**src/rtl/sideband_pkg.sv**
```systemverilog
// Shared types, limits and the arbitration helper for the sideband interrupt front-end.
package sideband_pkg;

    typedef enum logic [1:0] {
        IDLE,
        REQ,
        ACKD
    } sb_irq_state_e;

    localparam int unsigned NUM_IRQ_MAX = 32;

    // Lowest set index wins; returns 0 for an empty vector (callers gate on nonzero).
    function automatic logic [4:0] find_first_set(input logic [NUM_IRQ_MAX-1:0] vec);
        logic [4:0] idx;
        logic       found;
        idx   = '0;
        found = 1'b0;
        for (int unsigned i = 0; i < NUM_IRQ_MAX; i++) begin
            if (vec[i] && !found) begin
                idx   = 5'(i);
                found = 1'b1;
            end
        end
        return idx;
    endfunction

endpackage

```
**src/rtl/sideband_sync.sv**
```systemverilog
// Single-bit, reset-to-0 multi-flop synchroniser for one asynchronous sideband line.
module sideband_sync #(
    parameter int SYNC_STAGES = 2
) (
    input  logic clk,
    input  logic rst_n,
    input  logic d_i,
    output logic q_o
);

    logic [SYNC_STAGES-1:0] sync_q;
    logic [SYNC_STAGES-1:0] sync_d;

    always_comb begin
        sync_d = {sync_q[SYNC_STAGES-2:0], d_i};
    end

    always_ff @(posedge clk or negedge rst_n) begin
        if (!rst_n) begin
            sync_q <= '0;
        end else begin
            sync_q <= sync_d;
        end
    end

    assign q_o = sync_q[SYNC_STAGES-1];

endmodule

```
**src/rtl/sideband_irq_ctrl.sv**
```systemverilog
// Sideband interrupt front-end: per-line sync and edge/level capture, fixed-priority
// arbitration, and a one-at-a-time req/ack handshake towards the core.
module sideband_irq_ctrl
    import sideband_pkg::*;
#(
    parameter  int NUM_IRQ     = 16,
    parameter  int SYNC_STAGES = 2,
    localparam int ID_W        = $clog2(NUM_IRQ)
) (
    input  logic               clk,
    input  logic               rst_n,
    input  logic [NUM_IRQ-1:0] irq_i,
    input  logic [NUM_IRQ-1:0] irq_edge_i,
    input  logic [NUM_IRQ-1:0] irq_en_i,
    output logic               irq_req_o,
    output logic [ID_W-1:0]    irq_id_o,
    input  logic               irq_ack_i,
    output logic [NUM_IRQ-1:0] irq_pending_o
);

    logic [1:0]             rst_sync_q;
    logic [1:0]             rst_sync_d;
    logic                   rst_int_n;

    logic [NUM_IRQ-1:0]     sync_s;
    logic [NUM_IRQ-1:0]     prev_q;
    logic [NUM_IRQ-1:0]     prev_d;
    logic [NUM_IRQ-1:0]     pending_q;
    logic [NUM_IRQ-1:0]     pending_d;
    logic [NUM_IRQ_MAX-1:0] elig_ext;

    sb_irq_state_e          state_q;
    sb_irq_state_e          state_d;
    logic                   req_q;
    logic                   req_d;
    logic [ID_W-1:0]        id_q;
    logic [ID_W-1:0]        id_d;
    logic                   ack_clr;

    // Reset asserts asynchronously everywhere but releases on a clock edge.
    always_comb begin
        rst_sync_d = {rst_sync_q[0], 1'b1};
    end

    always_ff @(posedge clk or negedge rst_n) begin
        if (!rst_n) begin
            rst_sync_q <= '0;
        end else begin
            rst_sync_q <= rst_sync_d;
        end
    end

    assign rst_int_n = rst_sync_q[1];

    for (genvar g = 0; g < NUM_IRQ; g++) begin : g_sync
        sideband_sync #(
            .SYNC_STAGES(SYNC_STAGES)
        ) u_sync (
            .clk  (clk),
            .rst_n(rst_int_n),
            .d_i  (irq_i[g]),
            .q_o  (sync_s[g])
        );
    end

    assign ack_clr = (state_q == REQ) && irq_ack_i;

    // A fresh rise outranks the ack-clear so an event arriving at ack is kept.
    always_comb begin
        prev_d    = sync_s;
        pending_d = pending_q;
        for (int unsigned i = 0; i < NUM_IRQ; i++) begin
            if (irq_edge_i[i]) begin
                if (sync_s[i] && !prev_q[i]) begin
                    pending_d[i] = 1'b1;
                end else if (ack_clr && (id_q == ID_W'(i))) begin
                    pending_d[i] = 1'b0;
                end
            end else begin
                pending_d[i] = sync_s[i];
            end
        end
    end

    always_comb begin
        elig_ext              = '0;
        elig_ext[NUM_IRQ-1:0] = pending_q & irq_en_i;
    end

    always_comb begin
        state_d = state_q;
        req_d   = req_q;
        id_d    = id_q;
        case (state_q)
            IDLE: begin
                if (elig_ext != '0) begin
                    id_d    = ID_W'(find_first_set(elig_ext));
                    req_d   = 1'b1;
                    state_d = REQ;
                end
            end
            REQ: begin
                if (irq_ack_i) begin
                    req_d   = 1'b0;
                    state_d = ACKD;
                end
            end
            ACKD: begin
                state_d = IDLE;
            end
            default: begin
                req_d   = 1'b0;
                state_d = IDLE;
            end
        endcase
    end

    always_ff @(posedge clk or negedge rst_int_n) begin
        if (!rst_int_n) begin
            prev_q    <= '0;
            pending_q <= '0;
            state_q   <= IDLE;
            req_q     <= 1'b0;
            id_q      <= '0;
        end else begin
            prev_q    <= prev_d;
            pending_q <= pending_d;
            state_q   <= state_d;
            req_q     <= req_d;
            id_q      <= id_d;
        end
    end

    assign irq_req_o     = req_q;
    assign irq_id_o      = id_q;
    assign irq_pending_o = pending_q;

endmodule

```
**config.mk**
```make
export PLATFORM = sky130hd
export DESIGN_NAME = sideband_irq_ctrl
export DESIGN_NICKNAME = d
export VERILOG_FILES = /design/src/rtl/sideband_pkg.sv /design/src/rtl/sideband_sync.sv /design/src/rtl/sideband_irq_ctrl.sv
export SDC_FILE = /design/constraint.sdc
export NUM_CORES = 1
export LEC_CHECK = 0
export CAP_MARGIN = 20
export CORE_ASPECT_RATIO = 0.5
export CORE_MARGIN = 5
export CORE_UTILIZATION = 47
export DETAILED_ROUTE_END_ITERATION = 10
export PLACE_DENSITY = 0.75
export SLEW_MARGIN = 15
export SYNTH_ARGS = -nofsm -noshare
export SYNTH_HDL_FRONTEND = slang
export SYNTH_SLANG_ARGS = --single-unit
```
**constraint.sdc**
```tcl
create_clock -name clk -period 2.6 [get_ports clk]
set_clock_uncertainty 0.1 [all_clocks]
set_input_delay 0.52 -clock clk [delete_from_list [all_inputs] [get_ports clk]]
set_output_delay 0.52 -clock clk [all_outputs]
set_load 0.02 [all_outputs]
```
==> results.md <==
* Status: finished, final reports clean
* First-pass GRT wire length at 8850 um
* Share of layout cells above drive strength 1 at 0.0899
* Worst slew pin tran at a little under 0.6 ns
* Critical setup path kind: flop to primary output
* Clock transition at the registers of the reported paths at roughly 0.070 ns
* RSZ-0062 raised after global routing: false
* Core area at about 0.005 sq mm
* Hold/Removal Path Class: flop to async pin
* Synth warnings at 0
* CTS Buf Count at 9
* # placed instances at around 320
* Post-Syn Nets at about 230
* Nets at 313
* Max frequency at between 0.4 and 0.5 GHz
* Lkg Pwr at approximately 1.5 nW
* Seq/Total Area, Yosys at 0.724
* # IOs at 72
* Total GRT Usage at 0.170
* Initial Util at 0.498
* Critical Path Source Type: flop
* Area of the mapped netlist at between 0.002 and 0.003 sq mm
* Final setup violation count at 0
* Dpl hpwl at ~4200 um
* Footprint of the multi-input gates at between 600 and 700 sq um
* Vias in the first global route at approximately 1900
* Max Root-Sink Buffers at 2
* Maxcap violations at 0
* Buf/Inv on CP at 1
* Residual DRC count at 0
* Fin. Hold Viols at 0
* Distinct cell type count after synthesis at 30
* Growth of design area from synthesis to finish at 39.2%
* Post-Syn Instances at 180
* DRT Pass-1 Iters at 4
* Required time of the critical path at ~2.0 ns
* H-tree depth at 3
* Total negative slack at 0 ns
* Ys async rst share at 1.00
* Initial antenna violation count at 0
* FF+latch area at between 0.0015 and 0.002 sq mm
* Avg Synthesized Cell Area at approximately 14 sq um
* Clock Root Buffer: clkbuf_8
* Port Buf Inserts at 71
* Levels on crit path at 1
* Total gr overflow at 0
* Post_cts resized at 0
* Fin crit share at 0.832
* Vias at ~1700
* Synth Register Bits at 73
* Max-slew violations at 0
* Worst slew margin at 0.603
* Max incr delay on CP at 0.68 ns
* Final wirelength at between 5000 and 6000 um
* Flop2flop setup slack at 0.72 ns
* DRT iter0 DRCs at 97
* CTS hold repair buffers at 0
* Final Non-Filler Cells at roughly 340
* Die W at between 100 and 150 um
* Fillers at ~370
* Die Y-Extent at around 62 um
* DIE AREA at about 0.0070 sq mm
* Avg WL per Cell at approximately 16 um
* Peak VDD IR at between 0.3 and 0.4 mV
* Rows at 18
* CP cell instances: clkdlybuf4s50_1
* Largest net degree at the start of global routing at between 40 and 50
* Routability Congestion at approximately 0.8
* Clk Latency, worst-skew pair at 0.33 ns
* Leading area contributor after synthesis: dfrtp_1
* Via/cell ratio at between 5 and 6
* TritonCTS Sinks at between 70 and 80
* Critical path's top delay family: buffers and inverters
* Crit Path Max Fanout at 9
* Critical path data arrival time at 1.54 ns
* Post-synth EDFFs at 0
* Synth top area cells: dfrtp_1 72%, a32o_1 6.3%, nand2_1 5.4%
* Commonest register cell after synthesis: dfrtp_1
* Critical path's slowest cell: clkdlybuf4s50_1
* Post-synth top area share at 0.724
* Antenna viol nets, final at 0
* Post-CTS Setup Bufs at 0
* Cells on worst reg2reg path at 4
* CTS tree: built
* Pwr per Cell Area at around 790 mW/mm^2
* Antenna Cells at 0
* Tmin final at between 2 and 2.5 ns
* CP endpoint kind: primary output
==> flip-flops by register name, summed over array words and instances, names as in the netlist <==
register	flops
g_sync.u_sync.sync_q	32
irq_pending_o	16
prev_q	16
irq_id_o	4
rst_sync_q	2
state_q	2
irq_req_o	1
==> layout by cell type, fill, tap and decap left out, types with 2 or more instances in the layout <==
cell and instances:
dfrtp_1 72, clkdlybuf4s50_1 71, nand2_1 36, a32o_1 16
clkbuf_8 10, nand3_1 8, nor2_1 4, nor3_1 4
a22oi_4 3, inv_1 3, a21oi_1 3, a32oi_1 3
clkinvlp_4 3, a22o_1 2, a21o_1 2, nand3b_1 2
nor2b_1 2, and3_1 2, o21ai_0 2, a211oi_1 2
clkinv_2 2
==> synthesized netlist by cell type (2+ instances only) <==
| master | count |
|---|---|
| nor2b_1 | 2 |
| a32oi_1 | 3 |
| inv_1 | 3 |
| nand3_1 | 8 |
| nand3b_1 | 2 |
| a22o_1 | 2 |
| a21oi_1 | 3 |
| a21o_1 | 2 |
| nor3_1 | 4 |
| nor2_1 | 4 |
| and3_1 | 2 |
| nand2_1 | 36 |
| a22oi_4 | 3 |
| dfrtp_1 | 73 |
| a211oi_1 | 2 |
| o21ai_0 | 2 |
| a32o_1 | 16 |
==> logic make-up (layout without fill, tap and decap cells) <==
group | count (synthesis) | count (layout) | synth area share
AOI/OAI and AO/OA | 42 | 42 | 0.159
buffers and inverters | 4 | 91 | 0.00595
DFF | 73 | 73 | 0.724
other | 1 | 1 | 0.00149
and+or+nand+nor | 60 | 60 | 0.110
==> per-stage QoR <==
| stage | util | hold slack (ns) | area (sq um) | total power (W) | setup WS, ns |
|---|---|---|---|---|---|
| after floorplan | - | 0.124 | 2520 | 0.00171 | 0.317 |
| after global placement | 0.659 | 0.179 | 3340 | 0.00201 | 0.287 |
| after detailed placement | 0.659 | 0.196 | 3340 | 0.00204 | 0.191 |
| after CTS | 0.693 | 0.200 | 3510 | 0.00280 | 0.412 |
| after global routing | 0.693 | 0.218 | 3510 | 0.00292 | 0.371 |
| final | 0.693 | 0.179 | 3510 | 0.00277 | 0.437 |
==> final timing paths <==
kind,start,endpoint
worst max-delay path,irq_id_o[3],irq_id_o[3]
worst min-delay path,rst_sync_q[1],g_sync[11].u_sync.sync_q[1]
worst max register to register,irq_pending_o[2],irq_id_o[1]
worst min register to register,rst_sync_q[1],g_sync[11].u_sync.sync_q[1]
max in group asynchronous,rst_sync_q[1],irq_pending_o[4]
min in group clk,g_sync[2].u_sync.sync_q[0],g_sync[2].u_sync.sync_q[1]
==> final cells by class <==
cell class / instances / share of cell area
timing repair buffer: 72 / 0.208
clock buffer: 11 / 0.0402
inverter: 3 / 0.00321
sequential: 73 / 0.520
multi-input combinational: 103 / 0.194
clock inverter: 5 / 0.00926
tap: 70 / 0.0249
==> power breakdown <==
part	leakage (nW)	internal (W)	switching, W	total [W]
sequential	0.849	0.00125	0.000157	0.00141
clock	0.0813	0.000369	0.000389	0.000757
combinational	0.555	0.000313	0.000294	0.000607
total	1.49	0.00194	0.000840	0.00277
==> metal layers <==
layer | vias up | GRT usage | share of wire
met5 | - | 0 | 0
met4 | 0 | 0.0736 | 0.013
met3 | 7 | 0.0561 | 0.058
met2 | 48 | 0.303 | 0.51
met1 | 868 | 0.196 | 0.42
li1 | 824 | - | -
Note: power is estimated with default switching activity, not from simulation.
==> RTL change: new RTL, same flow settings <==
The 3 states of `sb_irq_state_e` get a one-hot encoding in 3 bits.
--- a/src/rtl/sideband_pkg.sv
+++ b/src/rtl/sideband_pkg.sv
@@ -2,8 +2,8 @@
 package sideband_pkg;
 
-    typedef enum logic [1:0] {
-        IDLE,
-        REQ,
-        ACKD
+    typedef enum logic [2:0] {
+        IDLE = 3'b001,
+        REQ  = 3'b010,
+        ACKD = 3'b100
     } sb_irq_state_e;
 
Function: same outputs for any inputs over 10 cycles, from zero or initial values and one cycle with rst_n low; not proved beyond that.
==> RTL change against the original RTL <==
- wire length increased by 1.2%
- sequential cell count increased by 1
- final area up 8.7%
- sequential share of layout area decreased by 3.5 points
- power grew 27%
- synthesized area rose by 5.3%
- setup slack worse by 0.062 ns
- critical path depth is the same
- critical endpoint is now irq_id_o[0]
- largest cell class unchanged
- largest power group unchanged
==> RTL change: results (changes against the original RTL) <==
Clock network
  • Cell chosen for the clock root: clkbuf_16

Route
  • Via-to-Cell Ratio: 5.325 (+2.7%)
  • Count of routing violations after the opening detailed-route iteration: 76 (-22%)
  • Number of iterations in the first detailed-routing pass: 5 (+1)
  • Routed length per placed instance: 16.07 um (-2.0%)

Global routing
  • First-pass GRT wire length: 9.266 mm (+4.7%)
  • Vias in the first global route: 1913 (+0.95%)
  • Largest net degree at the start of global routing: 45 (-2.2%)
  • Global router's overall resource usage: 16.42% (-0.58 points)

Worst setup path
  • Reg2Reg Setup Slack: 0.82 ns (+0.10 ns)
  • Launch instance of the worst register-to-register path: state_q[2]
  • Max FO, Critical Path: 10 (+1)
  • Worst reg2reg path endpoint: irq_pending_o[15]
  • Crit path largest cell delay: 0.70 ns (+0.02 ns)
  • Reg2reg path depth: 5 (+1)

Logic synthesis
  • Synth top cells by count: dfrtp_1, nand2_1, a32o_1
  • Seq/Total Area, Yosys: 69.76% (-2.6 points)
  • Total nets after synthesis: 240 (+3.9%)
  • Area contributors post-synth: dfrtp_1, a32o_1, nand2_1
  • Number of distinct standard cells referenced by the synthesized netlist: 37 (+23%)
  • Gate count after technology mapping: 189 (+5.0%)

Finish
  • Share of layout cells above drive strength 1: 10.91% (+1.9 points)
  • Filler cell count in the final layout: 380 (+3.3%)
  • Number of standard cells in the final layout excluding fillers: 348 (+3.3%)
  • # nets final: 321 (+2.6%)

Power and ir drop
  • Leakage power: 1.613 nW (+8.5%)
  • Worst IR Drop VDD: 0.4580 mV (+16%)
  • Power per Cell Area: 923.5 nW/um^2 (+17%)

Timing
  • Slew @ Worst Pin: 0.6242 ns (+0.02921 ns)

Run status
  • Outcome: completed

Placement
  • HPWL reported at the end of detailed placement: 4.156 mm (-1.4%)
  • Placed cell count: 332 (+3.4%)
RTL change: cell type report:
cell class	count	area, um^2	share of cell area [%]
inverters	2	7.507	0.1965
multi-input cells	111	787.0	20.60
clock inverters	7	123.9	3.243
repair buffers	72	730.7	19.13
flip-flops and latches	74	1854	48.54
clock buffers	9	225.2	5.896
well taps	73	91.34	2.391
RTL change: worst register-to-register path: stages, from the launching register on:
cell and delay [ns]:
dfrtp_1 0.44, nor3b_4 0.29, nand2_4 0.13, nor2_1 0.28
nand3_1 0.15, a32o_1 0.28
RTL change: report_power, final:
part           internal, mW  total (mW)  switching, mW  leakage [nW]
clock                 0.944        1.41          0.461         0.167
combinational         0.346       0.653          0.307         0.586
sequential             1.28        1.47          0.188         0.861
total                  2.57        3.53          0.957          1.61
RTL change: how the worst max path moves through the flow:
stage	from	endpoint
3_5_place_dp	irq_en_i[0]	irq_req_o
4_1_cts	irq_id_o[0]	irq_id_o[0]
6_report	irq_id_o[0]	irq_id_o[0]
5_1_grt	irq_id_o[0]	irq_id_o[0]
3_3_place_gp	irq_en_i[0]	irq_req_o
2_1_floorplan	rst_sync_q[1]	g_sync[0].u_sync.sync_q[0]
RTL change: kinds of logic after synthesis:
kind of cell	synth area share, %
buffers and inverters	0.6121
AND/OR/NAND/NOR	13.09
AO/OA/AOI/OAI	16.39
other	0.1412
flip-flops	69.76
RTL change: per-layer routing:
layer  vias up  GRT usage, %  wire length [um]
li1        870             -                 -
met1       923         20.89              2365
met2        55         26.14              2758
met3         5         6.023               415
met4         0         5.355                54
met5         -             0                 0
RTL change: stage by stage:
step	setup slack (ns)	total power [mW]	instance area, um^2	hold slack, ns
3_5_place_dp	0.3362	2.132	3471	0.2128
5_1_grt	0.3028	3.687	3820	0.2459
6_report	0.3751	3.528	3820	0.1880
3_3_place_gp	0.3864	2.106	3471	0.1987
4_1_cts	0.3708	3.558	3820	0.2178
2_1_floorplan	0.2884	1.821	2656	0.1244
